--- src/rtl/cpu_clock_ctrl.sv ---
// cpu_clock_ctrl: programmable clock-enable generator for the 6502 core.
// Issues a registered one-cycle cpu_ce strobe in run mode (every div_sel+1
// cycles), on a debounced single-step press, and halts on an opcode-fetch
// breakpoint.
//
//   state      | meaning
//   -----------+-----------------------------------------------------------
//   ST_HALTED  | CPU frozen, cpu_ce low; waits for run_req or a step event
//   ST_RUNNING | divider active, cpu_ce on every tick not hit by breakpoint
//   ST_STEP    | single cycle with cpu_ce high, then back to ST_HALTED
module cpu_clock_ctrl #(
    parameter int DIV_W      = 17,
    parameter int ADDR_W     = 16,
    parameter int CNT_W      = 32,
    parameter int DEB_CYCLES = 120000
) (
    input  logic              clk,
    input  logic              rst,
    input  logic              run_req,
    input  logic              halt_req,
    input  logic              step_btn,
    input  logic [DIV_W-1:0]  div_sel,
    input  logic              bp_en,
    input  logic [ADDR_W-1:0] bp_addr,
    input  logic [ADDR_W-1:0] cpu_addr,
    input  logic              cpu_fetch,
    output logic              cpu_ce,
    output logic              running,
    output logic              bp_hit,
    output logic [CNT_W-1:0]  cycle_count
);

    localparam int DEB_W = $clog2(DEB_CYCLES + 1);

    typedef enum logic [1:0] {
        ST_HALTED  = 2'd0,
        ST_RUNNING = 2'd1,
        ST_STEP    = 2'd2
    } state_t;

    state_t             state, state_nxt;
    logic [DIV_W-1:0]   div_cnt, div_cnt_nxt;
    logic               cpu_ce_nxt;
    logic               bp_skip, bp_skip_nxt;
    logic               bp_hit_nxt;

    logic [1:0]         step_sync;
    logic [DEB_W-1:0]   deb_cnt;
    logic               deb_level;
    logic               deb_level_d;
    logic               step_evt;

    logic               div_tick;
    logic               bp_match;

    // Two-flop synchroniser for the raw push-button.
    always_ff @(posedge clk or posedge rst) begin
        if (rst) begin
            step_sync <= 2'b00;
        end else begin
            step_sync <= {step_sync[0], step_btn};
        end
    end

    // Debouncer: accept a new level only after DEB_CYCLES straight cycles of disagreement.
    always_ff @(posedge clk or posedge rst) begin
        if (rst) begin
            deb_cnt   <= '0;
            deb_level <= 1'b0;
        end else if (step_sync[1] == deb_level) begin
            deb_cnt <= '0;
        end else if (deb_cnt == DEB_W'(DEB_CYCLES - 1)) begin
            deb_cnt   <= '0;
            deb_level <= step_sync[1];
        end else begin
            deb_cnt <= deb_cnt + DEB_W'(1);
        end
    end

    // Registered rising-edge detect of the debounced level gives a one-cycle step event.
    always_ff @(posedge clk or posedge rst) begin
        if (rst) begin
            deb_level_d <= 1'b0;
            step_evt    <= 1'b0;
        end else begin
            deb_level_d <= deb_level;
            step_evt    <= deb_level & ~deb_level_d;
        end
    end

    assign div_tick = (div_cnt >= div_sel);
    assign bp_match = bp_en & cpu_fetch & (cpu_addr == bp_addr) & ~bp_skip;

    // Next-state, divider and breakpoint decisions; halt_req overrides everything.
    always_comb begin
        state_nxt   = state;
        div_cnt_nxt = div_cnt;
        cpu_ce_nxt  = 1'b0;
        bp_skip_nxt = bp_skip;
        bp_hit_nxt  = bp_hit;
        if (halt_req) begin
            state_nxt = ST_HALTED;
        end else begin
            case (state)
                ST_HALTED: begin
                    if (run_req) begin
                        state_nxt   = ST_RUNNING;
                        div_cnt_nxt = '0;
                        bp_skip_nxt = 1'b1;
                        bp_hit_nxt  = 1'b0;
                    end else if (step_evt) begin
                        state_nxt  = ST_STEP;
                        cpu_ce_nxt = 1'b1;
                        bp_hit_nxt = 1'b0;
                    end
                end
                ST_RUNNING: begin
                    if (div_tick) begin
                        div_cnt_nxt = '0;
                        if (bp_match) begin
                            state_nxt  = ST_HALTED;
                            bp_hit_nxt = 1'b1;
                        end else begin
                            cpu_ce_nxt  = 1'b1;
                            bp_skip_nxt = 1'b0;
                        end
                    end else begin
                        div_cnt_nxt = div_cnt + DIV_W'(1);
                    end
                end
                ST_STEP: begin
                    state_nxt = ST_HALTED;
                end
                default: begin
                    state_nxt = ST_HALTED;
                end
            endcase
        end
    end

    // Control state register and registered strobe.
    always_ff @(posedge clk or posedge rst) begin
        if (rst) begin
            state   <= ST_HALTED;
            div_cnt <= '0;
            cpu_ce  <= 1'b0;
            bp_skip <= 1'b0;
            bp_hit  <= 1'b0;
        end else begin
            state   <= state_nxt;
            div_cnt <= div_cnt_nxt;
            cpu_ce  <= cpu_ce_nxt;
            bp_skip <= bp_skip_nxt;
            bp_hit  <= bp_hit_nxt;
        end
    end

    // Executed-cycle counter, wraps naturally.
    always_ff @(posedge clk or posedge rst) begin
        if (rst) begin
            cycle_count <= '0;
        end else if (cpu_ce) begin
            cycle_count <= cycle_count + CNT_W'(1);
        end
    end

    assign running = (state == ST_RUNNING);

endmodule

--- config.mk ---
export PLATFORM = sky130hd
export DESIGN_NAME = cpu_clock_ctrl
export DESIGN_NICKNAME = d
export VERILOG_FILES = /design/src/rtl/cpu_clock_ctrl.sv
export SDC_FILE = /design/constraint.sdc
export NUM_CORES = 1
export LEC_CHECK = 0
export CAP_MARGIN = 10
export CORE_MARGIN = 5
export CORE_UTILIZATION = 35
export CTS_CLUSTER_SIZE = 40
export DETAILED_ROUTE_END_ITERATION = 10
export PLACE_DENSITY = 0.71
export SYNTH_ARGS = -nofsm -noshare
export SYNTH_HDL_FRONTEND = slang
export SYNTH_SLANG_ARGS = --single-unit
--- constraint.sdc ---
create_clock -name clk -period 3.1 [get_ports clk]
set_clock_uncertainty 0.2 [all_clocks]
set_input_delay 0.775 -clock clk [delete_from_list [all_inputs] [get_ports clk]]
set_output_delay 0.775 -clock clk [all_outputs]
set_load 0.05 [all_outputs]
==> metrics.cfg, run 1 <==
[timing]
final.period_utilization_pct = 98.72
whs_ns = 0.1555
slew_headroom_pct = 59.00
hold_violations = 0
setup_viol = 0
fmax_mhz = 326.8
drv_slew = 0
worst_slew_pin_slew_ns = 0.6150
period_needed_ns = 3.060
fin_tns_setup_ns = 0

[clock_tree]
htreeDepth = 3
clk_latency_ns = 0.33
cts_buffers = 9
cts_tree = yes
cts_hold_buf = 0
clock_path_buffers = 2
clock-sinks = 76
path_clk_slew_ns = 0.06
cts_root_buffer = clkbuf_16

[finish]
mostFrequentLayoutCells = clkdlybuf4s50_1 (90), dfrtp_1 (76), nor2_1 (45)
nFillCells = 1053
instances_no_fill = 652
syn2layout_area_growth_pct = 37.00
diodes = 0
nets = 580
layout-drive-gt1-share_pct = 8.448
final_util_pct = 48.65
final_common_cell = clkdlybuf4s50_1

[critical_path]
crit_chain = clkdlybuf4s50_1 -> inv_1 -> ha_1 -> nand4_1 -> or3_4 -> a2111oi_4 -> or3_4 -> nor2_2 -> mux2_2
rrSetupSlack_ns = 0.56
cp_max_fo = 4
crit_arrival_ns = 3.07
endpoint_kind = flip-flop
startpoint_type = input pin
crit_type = in2reg
path_delay_family = simple AND/OR/NAND/NOR gates
slowest_delay_ns = 0.46
crit_required_ns = 3.11
cp_common_cell = or3_4
critPathBufInv = 2
slowest_stage = clkdlybuf4s50_1

[grt]
grt-ovfl-total = 0
grt_use_total_pct = 12.71
grt_max_degree = 77
antenna_found_initial = 0
grt_pass1_wl_mm = 14.80
grt_pass1_vias = 3194

[detailed_routing]
drt-initial-drc-count = 133
num_vias = 3160
postRouteAntennaNets = 0
drc = 0
wl_mm = 8.820
vias_per_cell = 4.847
wl_per_cell_um = 13.53
first_pass_iters = 4

[yosys]
synth_cell_types = 40
syn_inst = 401
syn_nets = 477
synth_edf_count = 0
yosys_warnings = 0
ys.flop_type = dfrtp_1
ys_seq_area_share_pct = 47.10
syn_area_sq_mm = 0.004038
syn_area_per_cell_sq_um = 10.07
async_reset_ff_share_pct = 100.0
ys_ff_latch = 76

[die]
die_w_um = 117.4
ios = 91
die-area_sq_mm = 0.01378
num_rows = 39
die_y_um = 117.4
core_area_sq_mm = 0.01137
initial_core_util_pct = 35.51

[worst_hold_path]
min_path_type = reg2reg

[pwr]
powerDensity_mw_per_mm2 = 426.0
power_w = 0.002356
p_leak_nw = 2.494
ir_worst_vdd_mv = 0.2593

[status]
status = finished clean

[place]
hpwl_mm = 6.517
gp_congestion = 0.8070
dp.cells = 634
portBuffers = 90

[run]
max-cap-violations = 0

[stage by stage]
stage / setup WS [ns] / cell area, sq um
2_1_floorplan: 0.1867 / 4038
3_3_place_gp: -0.3426 / 5137
3_5_place_dp: -0.4315 / 5137
4_1_cts: 0.02951 / 5468
5_1_grt: -0.02205 / 5532
6_report: 0.03978 / 5532
[timing repair]
item / 4_1_cts / 5_1_grt
resized for setup: 1 / 9
gates cloned: 0 / 1
pin swaps: 0 / 4
endpoints found under the setup margin: 12 / 16
setup buffers: 0 / 1
[worst paths after layout]
check,from,depth (start not counted),endpoint
max in group asynchronous,rst,3,deb_cnt[3]$_DFF_PP0_
setup / recovery,div_sel[14],9,div_cnt[0]$_DFFE_PP0P_
hold reg to reg,step_sync[0]$_DFF_PP0_,0,step_sync[1]$_DFF_PP0_
min in group asynchronous,rst,3,bp_skip$_DFFE_PP0P_
hold / removal,step_sync[0]$_DFF_PP0_,0,step_sync[1]$_DFF_PP0_
setup reg to reg,div_cnt[15]$_DFFE_PP0P_,7,div_cnt[0]$_DFFE_PP0P_
[layer usage]
metal,share of wire [%],track usage (%)
met4,0.76,3.771
met2,49,20.83
met3,4.0,3.946
met5,0,0
met1,46,16.08
[worst register-to-register path, cell delays in order, from the launching register on]
cell	delay (ns)
dfrtp_1	0.42
ha_1	0.31
nand4_1	0.16
or3_4	0.38
a2111oi_4	0.42
or3_4	0.23
nor2_2	0.04
mux2_2	0.26
[cell families (layout without fill, tap and decap cells)]
family / Yosys count / count (layout) / share of synthesized area [%]
XOR/XNOR: 73 / 73 / 15.84
adder cells (fa/ha/maj): 20 / 20 / 6.198
AND/OR/NAND/NOR: 172 / 173 / 22.19
multiplexers: 3 / 3 / 0.8366
flip-flops: 76 / 76 / 47.10
buffers and inverters: 28 / 135 / 2.882
AO/OA/AOI/OAI: 29 / 29 / 4.959
[power by group]
part           total [W]  internal, W  switching, W
clock network    0.00112     0.000726      0.000398
logic           0.000213     0.000115     0.0000980
registers        0.00102      0.00100     0.0000147
[synth_stat cells (all sizes together), types with 4 or more instances]
cell | n | area [sq um]
a21oi | 9 | 56.31
and3 | 12 | 75.07
and4 | 5 | 43.79
buf | 4 | 26.27
dfrtp | 76 | 1902
ha | 20 | 250.2
inv | 23 | 86.33
nand2 | 34 | 127.6
nand2b | 4 | 25.02
nand3 | 23 | 115.1
nand4 | 16 | 100.1
nor2 | 47 | 178.9
nor3 | 12 | 65.06
nor4 | 4 | 40.04
o21ai | 10 | 50.05
or3 | 6 | 42.54
xnor2 | 38 | 332.8
xor2 | 35 | 306.5
[state kept, by name, summed over array words and instances, names as in the netlist]
signal and count:
state 2, bp_hit 1, deb_level 1, deb_level_d 1
step_evt 1, bp_skip 1, cycle_count 32, div_cnt 17
step_sync 2, deb_cnt 17, cpu_ce 1
[final cells by class]
cell class / instances / area [sq um] / share of cell area, %
multi-input cells: 298 / 2081 / 37.62
repair buffers: 96 / 958.4 / 17.33
flip-flops and latches: 76 / 1902 / 34.38
clock buffers: 10 / 239.0 / 4.320
inverters: 23 / 86.33 / 1.561
clock inverters: 6 / 86.33 / 1.561
well taps: 143 / 178.9 / 3.235
Power figures use the tool's default switching activity.
==> run 2: changes to the inputs <==
Settings changed: CORE_UTILIZATION 35 to 40, HOLD_SLACK_MARGIN set to 0.08, PLACE_DENSITY 0.71 to 0.7.
==> run 2 against run 1 <==
Against the previous run:
- register-to-register slack worse by 0.03 ns
- final area down 2.9%
- global-route usage up 1.7 points
- power down 15%
- non-clock buffer count unchanged
- combinational power down 3%
- clock-buffer cell count unchanged
- critical path type unchanged
- critical endpoint is now div_cnt[4]$_DFFE_PP0P_
- highest routed layer unchanged
==> metrics.cfg, run 2 (synthesized netlist as in run 1, its figures left out) <==
[finish]
nFillCells = 916  ; -13%
top_regs = cycle_count x32, deb_cnt x17, div_cnt x17
regMostFlops = cycle_count
syn2layout_area_growth_pct = 33.10
layout-drive-gt1-share_pct = 7.677  ; -0.77 points
largest_reg_flops = 32  ; unchanged
multi_input_area_sq_mm = 0.002051  ; -1.4%
mostFrequentLayoutCells = clkdlybuf4s50_1 (89), dfrtp_1 (76), nor2_1 (46)
nets = 579  ; -0.17%
final_common_cell = clkdlybuf4s50_1
diodes = 0  ; unchanged
final-seq-area_sq_mm = 0.001902  ; unchanged

[detailed_routing]
drc = 0  ; unchanged
vias_per_cell = 4.835  ; -0.25%
postRouteAntennaNets = 0  ; unchanged
wl_per_cell_um = 13.41  ; -0.90%
drt-initial-drc-count = 86  ; -35%
wl_mm = 8.593  ; -2.6%
first_pass_iters = 4  ; unchanged
num_vias = 3099  ; -1.9%

[die]
die-area_sq_mm = 0.01220  ; -11%
num_rows = 36  ; -7.7%
initial_core_util_pct = 41.12  ; +5.6 points
die_w_um = 110.5  ; -5.9%
ios = 91  ; unchanged
die_y_um = 110.5  ; -5.9%
core_area_sq_mm = 0.009819  ; -14%

[place]
gp_congestion = 0.7581  ; -6.1%
hpwl_mm = 6.618  ; +1.6%
portBuffers = 90  ; unchanged

[clock_tree]
htreeDepth = 3  ; unchanged
cts_tree = yes
ctsResizeCount = 0  ; -1
clk_latency_ns = 0.35  ; +0.02 ns
path_clk_slew_ns = 0.08  ; +0.02 ns
cts_root_buffer = clkbuf_8
cts_hold_buf = 0  ; unchanged
cts_buffers = 9  ; unchanged
clock-sinks = 76  ; unchanged
postCtsSetupBuffers = 0  ; unchanged
clock_path_buffers = 2  ; unchanged

[critical_path]
startpoint_type = input pin
timing.rr.end = div_cnt[4]$_DFFE_PP0P_
r2r_cells = 8  ; +1
crit_required_ns = 3.14  ; +0.03 ns
cp_max_fo = 4  ; unchanged
crit_type = in2reg
crit_arrival_ns = 3.08  ; about the same
endpoint_kind = flip-flop
r2r-start = div_cnt[14]$_DFFE_PP0P_
rrSetupSlack_ns = 0.53  ; -0.03 ns

[worst_hold_path]
hold_end = step_sync[1]$_DFF_PP0_
whs_path_depth = 0  ; unchanged
min_path_type = reg2reg
min_from = step_sync[0]$_DFF_PP0_

[timing]
slew_headroom_pct = 57.25  ; -1.8 points
fin_tns_setup_ns = 0  ; unchanged
setup_viol = 0  ; unchanged
whs_ns = 0.1540  ; -0.001542 ns
final.period_utilization_pct = 98.02  ; -0.70 points
period_needed_ns = 3.039  ; -0.02168 ns
fmax_mhz = 329.1  ; +0.71%
drv_slew = 0  ; unchanged
hold_violations = 0  ; unchanged
worst_slew_pin_slew_ns = 0.6412  ; +0.02627 ns

[pwr]
power_w = 0.002005  ; -15%
p_leak_nw = 2.436  ; -2.3%
ir_worst_vdd_mv = 0.2405  ; -7.3%
powerDensity_mw_per_mm2 = 373.0  ; -12%

[grt]
grtUsageMet2_pct = 24.80  ; +4.0 points
use_met1_pct = 17.82  ; +1.7 points
grt_pass1_wl_mm = 14.81  ; about the same
grt_max_degree = 30  ; -61%
use_met3_pct = 2.845  ; -1.1 points
antenna_found_initial = 0  ; unchanged
grt_pass1_vias = 3124  ; -2.2%
grt_use_total_pct = 14.44  ; +1.7 points
grt-ovfl-total = 0  ; unchanged
busiest_layer = met2

[status]
status = finished clean

[run]
max-cap-violations = 0  ; unchanged

## run 2: where the power goes
group / internal, W / switching, W / leakage (nW)
logic: 0.000113 / 0.0000926 / 1.29
clock network: 0.000399 / 0.000383 / 0.0955
registers: 0.00100 / 0.0000141 / 1.05
total: 0.00152 / 0.000489 / 2.44
## run 2: how the worst max path moves through the flow
stage	startpoint	endpoint	slack [ns]	cells after the start
after CTS	div_sel[16]	div_cnt[9]$_DFFE_PP0P_	0.01	9
final	div_sel[14]	div_cnt[4]$_DFFE_PP0P_	0.06	10
after detailed placement	div_sel[16]	div_cnt[9]$_DFFE_PP0P_	-0.36	9
after global placement	div_sel[15]	div_cnt[14]$_DFFE_PP0P_	-0.32	9
after floorplan	rst	bp_hit$_DFFE_PP0P_	0.19	1
after global routing	div_sel[13]	div_cnt[4]$_DFFE_PP0P_	-0.02	10
## run 2: worst max-delay path, stage by stage
cell	delay, ns
clkdlybuf4s50_1	0.45
inv_1	0.04
ha_1	0.29
nand4_1	0.15
or3_4	0.38
a2111oi_4	0.42
nor3_2	0.12
buf_4	0.16
a21o_1	0.15
a22o_1	0.17
## run 2: cell type report
class | count | area share, %
Timing Repair Buffer | 96 | 17.88
Clock inverter | 6 | 1.304
Tap cell | 133 | 3.097
Multi-Input combinational cell | 297 | 38.16
Clock buffer | 10 | 2.561
Inverter | 23 | 1.607
Sequential cell | 76 | 35.39
## run 2: routing by layer
metal	routed length, um	vias up	part of all wire, %
met5	0	-	0
met4	149	0	1.7
met3	261	10	3.0
met2	4347	46	51
met1	3834	1469	45
li1	-	1574	-
## run 2: metrics by stage
step / instances / cell area [sq um] / worst slack [ns] / utilization, %
final: 641 / 5374 / 0.06146 / 54.73
after global routing: 641 / 5374 / -0.01597 / 54.73
after CTS: 641 / 5340 / 0.01493 / 54.38
after detailed placement: 625 / 5132 / -0.3578 / 52.27
after global placement: 625 / 5132 / -0.3163 / 52.27
after floorplan: 401 / 4038 / 0.1867 / -
